`config.mk`:
```
export PLATFORM = sky130hd
export DESIGN_NAME = debounce_switch
export DESIGN_NICKNAME = d
export VERILOG_FILES = /design/src/rtl/debounce_switch.sv
export SDC_FILE = /design/constraint.sdc
export NUM_CORES = 1
export LEC_CHECK = 0
export ABC_AREA = 1
export CAP_MARGIN = 25
export CORE_ASPECT_RATIO = 0.7
export CORE_MARGIN = 1.5
export CORE_UTILIZATION = 58
export CTS_BUF_LIST = sky130_fd_sc_hd__clkbuf_8
export DETAILED_ROUTE_END_ITERATION = 12
export DONT_BUFFER_PORTS = 1
export PLACE_DENSITY = 0.82
export SYNTH_ARGS = -nofsm -noshare
export SYNTH_HDL_FRONTEND = slang
export SYNTH_SLANG_ARGS = --single-unit
```
`constraint.sdc`:
```
create_clock -name i_Clk -period 1.3 [get_ports i_Clk]
set_input_delay 0.26 -clock i_Clk [delete_from_list [all_inputs] [get_ports i_Clk]]
set_output_delay 0.26 -clock i_Clk [all_outputs]
set_load 0.02 [all_outputs]
```
`src/rtl/debounce_switch.sv`:
```
// Switch debouncer: two-flop synchronizer feeding a symmetric persistence filter.
// Optional one-cycle o_Rise/o_Fall pulses are built when DEBOUNCE_EDGE_EN is defined.
`timescale 1ns/1ps
module debounce_switch #(
    parameter int unsigned DEBOUNCE_LIMIT = 250000
) (
    input  logic i_Clk,
    input  logic i_reset,
    input  logic i_Switch,
`ifdef DEBOUNCE_EDGE_EN
    output logic o_Rise,
    output logic o_Fall,
`endif
    output logic o_Switch
);

    localparam int unsigned CNT_W = $clog2(DEBOUNCE_LIMIT);
    localparam logic [CNT_W-1:0] CNT_MAX = CNT_W'(DEBOUNCE_LIMIT - 1);
    localparam logic [CNT_W-1:0] CNT_ONE = CNT_W'(1);

    logic             meta_q;
    logic             sync_q;
    logic [CNT_W-1:0] cnt_q;
    logic [CNT_W-1:0] cnt_d;
    logic             sw_q;
    logic             sw_d;

    // meta_q may go metastable; only sync_q is ever consumed by the filter
    always_ff @(posedge i_Clk or posedge i_reset) begin
        if (i_reset) begin
            meta_q <= 1'b0;
            sync_q <= 1'b0;
        end else begin
            meta_q <= i_Switch;
            sync_q <= meta_q;
        end
    end

    always_comb begin
        cnt_d = cnt_q;
        sw_d  = sw_q;
        if (sync_q == sw_q) begin
            cnt_d = '0;
        end else if (cnt_q == CNT_MAX) begin
            sw_d  = sync_q;
            cnt_d = '0;
        end else begin
            cnt_d = cnt_q + CNT_ONE;
        end
    end

    always_ff @(posedge i_Clk or posedge i_reset) begin
        if (i_reset) begin
            cnt_q <= '0;
            sw_q  <= 1'b0;
        end else begin
            cnt_q <= cnt_d;
            sw_q  <= sw_d;
        end
    end

    assign o_Switch = sw_q;

`ifdef DEBOUNCE_EDGE_EN
    logic rise_q;
    logic fall_q;

    // Registered from sw_d so the pulse lands in the same cycle o_Switch changes
    always_ff @(posedge i_Clk or posedge i_reset) begin
        if (i_reset) begin
            rise_q <= 1'b0;
            fall_q <= 1'b0;
        end else begin
            rise_q <= sw_d & ~sw_q;
            fall_q <= ~sw_d & sw_q;
        end
    end

    assign o_Rise = rise_q;
    assign o_Fall = fall_q;
`endif

endmodule

```
Word-level counts from Yosys, hierarchy flattened. Index checks and enable logic that the tools add are counted.

Register bits after elaboration: 21. Latch bits: 0. RAM bits: 0. Memory bits (read-only): 0. Input bits: 3. Output and inout port bits: 1. Logic and storage cells: 11. Memories: 0.

Add/subtract/negate cells: 1. Multipliers: 0. Div/mod/pow operators: 0. Order comparisons: 0. Equal/unequal tests: 2. Shift operators: 0. Muxes and demuxes: 2. Bitwise logic cells: 1. Reduce and logical (&&, ||, !) cells: 1.

Operators by type and width (count): 18-bit two-way mux (2); 18-bit by 1-bit adder with 18-bit output (second input constant) (1); 18-bit equality test (second input constant) (1); 2-bit AND reduction (1); 1-bit equality test (1); 1-bit inverter (1).

Depth between registers and ports, before layout. Gate-level depths: netlist of run 1.

Depth after elaboration: 3. Mapped depth: 9. Mapped depth without buffers: 9.

Worst setup path before layout of run 1. No wires, ideal clock.

Kind: reg-to-reg. Start: register sw_q, in the netlist o_Switch. End: register cnt_q[7]. Library setup time: 120 ps. Arrival time: 1190 ps. Data required time: 1180 ps. Setup slack: -10 ps. Stages on the path, launching flop included: 5. Path buffers: 0. Period minus slack after synthesis: 1310 ps. Cells stage by stage: dfrtp_1 -> xnor2_1 -> inv_2 -> nand2_4 -> nor2_1.

Cells in the longest elaborated chain, start to end: 2.

RTL lines: from (decl) (line 25) `logic sw_q;`; from (signal assigned) (line 58) `sw_q <= sw_d;`; 1-bit equality test (line 42) `if (sync_q == sw_q) begin`; 18-bit two-way mux (line 42); via cnt_d[7] (line 24) `logic [CNT_W-1:0] cnt_d;`; to (signal assigned) (line 57) `cnt_q <= cnt_d;`; to (decl) (line 23) `logic [CNT_W-1:0] cnt_q;`.

The timed path passes the listed nets, and every way through them passes these cells. A chain may end at the register's enable or synchronous reset.

Worst setup path in the final report of run 1.
Start: register cnt_q[1]. End: register cnt_q[8].

Cells in the longest elaborated chain, start to end: 3. Elaborated cells on any way between the ends: 4. Classes of those cells: 1 x add/sub; 1 x eq/ne; 2 x mux.

RTL lines: 18-bit by 1-bit adder with 18-bit output / 18-bit equality test (equally long branches) (line 48, 44); 18-bit two-way mux (*) (line 44) `end else if (cnt_q == CNT_MAX) begin`; 18-bit two-way mux (*) (line 42); via cnt_d[8] (line 24).

The timed path passes the listed nets; every way through them passes the cells marked *.

==> results_dict.tcl, run 1 <==
set metrics [dict create \
    status "finished with violations" \
    violations "negative setup slack" \
    fill_cells 117 \
    fin_ws_ns -0.0413 \
    rsz0062_at_grt "yes" \
    layout.area.seq_um2 531 \
    r2r-start "cnt_q[1]" \
    htreeDepth 1 \
    ys_types 21 \
    synth_area_leaders "dfrtp_1 (45%), nor2_1 (8.7%), nand2_1 (6.1%)" \
    wl_per_cell_um 14.5 \
    initial_utilization 0.620 \
    via_per_inst 5.29 \
    drtIter0Drc 34 \
    top_usage_layer "met2" \
    worstHoldStart "i_Switch" \
    numCtsBuffers 3 \
    syn_nets 143 \
    grt_pass1_vias 889 \
    track_usage 0.247 \
    die_h_um 40.4 \
    row_count 13 \
    placed_area_mm2 0.00125 \
    critPathArrivalTime_ns 1.50 \
    die_x_um 56.5 \
    dieArea_mm2 0.00228 \
    vias 962 \
    portBuffers 0 \
    yosysWarnings 0 \
    nets 165 \
    detail_route.first_pass.iterations 4 \
    cts_buffer_depth 2 \
    synthSimpleGateAreaFrac 0.362 \
    critPathKind "flop to flop" \
    tightest_slew_ns 0.272 \
    grt_pass1_wl_mm 4.00 \
    peakVddDrop_mv 0.677 \
    hold_ws_ns 0.0223 \
    crit_start "cnt_q[1]" \
    synth.avg_cell_area_um2 8.34 \
    final_common_cell "nor2_1" \
    multi_input_area_um2 639 \
    synth_cells 139 \
    skew_ns 0.00409 \
    endpoint_kind "flop" \
    drc 0 \
    period_share 1.03 \
    layout_common_cells "nor2_1 (22), nand2_1 (18), dfrtp_1 (17), inv_1 (16), buf_4 (14)" \
    dp_hpwl_mm 1.73 \
    antenna_left 0 \
    num_io_pins 4 \
    yosys_register_bits 21 \
    antenna_found_initial 0 \
    insertion_delay_ns 0.26 \
    cp_data_required_time_ns 1.46 \
    antenna_cells 0 \
    drive_gt1_frac 0.375 \
    hold_end "meta_q" \
    maxSlewViolCount 0 \
    synth.top_cell.area_share 0.453 \
    cts_tree "done" \
    core_mm2 0.00187 \
    met1_usage 0.347 \
    r2r-end "cnt_q[8]" \
    critPathLaunchType "flop" \
    design_area_mm2 0.00144 \
    synthAdderAreaFrac 0.0108 \
    maxCapViolCount 0 \
    hold_path_class "input port to flop" \
    cts.sinks 21 \
    muxShareOfSynthArea 0 \
    fmax_ghz 0.746 \
    power.density_mw_per_mm2 812 \
    max_slew_margin 0.819 \
    syn_to_final_growth_pct 24.4 \
    finalHoldViolCount 0 \
    use_met2 0.390 \
    setup_viol 3 \
    crit_fanout 3 \
    place_ws_ns -0.0598 \
    synth_area_mm2 0.00116 \
    wirelength_mm 2.64 \
    grt_max_degree 22 \
    gr-usage-met3 0.0677 \
    overflow 0 \
    synth_xor_area_frac 0.0680 \
    r2r_setup_slack_ns -0.04 \
    synth_largest_area_cell "dfrtp_1" \
    synth_top_family_by_area "simple AND/OR/NAND/NOR gates" \
    ff2ff_path_depth 7 \
    min_period_ns 1.34 \
    hold_path_depth 0 \
    cts_root_buf "clkbuf_8" \
    p_leak_nw 0.641 \
    gp_congestion 0.903 \
    synth_compound_area_frac 0.0442 \
    clkTransAtPathRegs_ns 0.08 \
    yosysSeqAreaShare 0.453 \
]
final cells by class:
class	instances	share of cell area
clock buffer	3	0.0286
multi-input combinational	100	0.443
tap	22	0.0191
sequential	21	0.368
clock inverter	1	0.00260
timing repair buffer	16	0.0876
inverter	19	0.0512
synth_stat cells:
cell	count
a21oi_1	6
inv_1	15
a21oi_2	1
a211oi_1	1
ha_1	1
nor3_1	1
nor3b_1	1
nand2_2	6
nand4_1	1
nor2_4	5
dfrtp_1	21
nor2_1	27
nand2_4	2
xnor2_1	3
nor2_2	6
o21ai_0	1
nand3_1	9
nand3_2	3
inv_2	4
nand2_1	19
xor2_1	6
state kept, by name, summed over array words and instances, names as in the netlist:
| signal | cells |
|---|---|
| cnt_q | 18 |
| o_Switch | 1 |
| meta_q | 1 |
| sync_q | 1 |
worst max-delay path, cell delays in order, from the launching register on:
cell,delay [ns]
dfrtp_1,0.40
ha_2,0.22
nand3_4,0.12
inv_4,0.05
buf_4,0.12
buf_4,0.12
a21oi_1,0.14
nor3_1,0.06
cell families after synthesis:
family,count (synthesis)
AND/OR/NAND/NOR,80
flip-flops,21
buffers and inverters,19
AO/OA/AOI/OAI,9
XOR/XNOR,9
adder cells (fa/ha/maj),1
how the worst max path moves through the flow:
stage                            to  cells past startpoint
final                      cnt_q[8]                      7
after global routing      cnt_q[16]                      6
after CTS                 cnt_q[10]                      9
after detailed placement   cnt_q[7]                      6
after global placement     cnt_q[7]                      6
after floorplan            cnt_q[7]                      6
through the flow:
stage	cells	utilization	power, mW	setup TNS, ns
2_1_floorplan	139	-	0.722	0
3_3_place_gp	169	0.671	0.746	0
3_5_place_dp	169	0.671	0.750	-0.421
4_1_cts	177	0.726	1.18	0
5_1_grt	182	0.771	1.22	-0.780
6_report	182	0.771	1.17	-0.0648
where the power goes:
part	switching, mW	internal, mW
combinational	0.0452	0.0296
clock	0.212	0.211
sequential	0.00986	0.664
metal layers:
layer	up-vias	routed length [um]
li1	473	-
met2	27	1220
met3	0	142
met4	0	0
met1	462	1270
met5	-	0
what timing repair did:
| action | CTS | global route |
|---|---|---|
| hold buffers | 1 | 0 |
| endpoints found under the setup margin | 10 | 16 |
| gates cloned | 1 | 0 |
| buffers inserted | 2 | 5 |
| resized for setup | 7 | 14 |
| pin swaps | 3 | 12 |
| endpoints found under the hold margin | 21 | 0 |
No activity file was read; power rests on OpenSTA's default activity.
==> run 2, diff against run 1 <==
- SLEW_MARGIN: not set -> 25
==> results of run 2 <==
No change in the layout: final DEF, timing and power equal those of run 1.
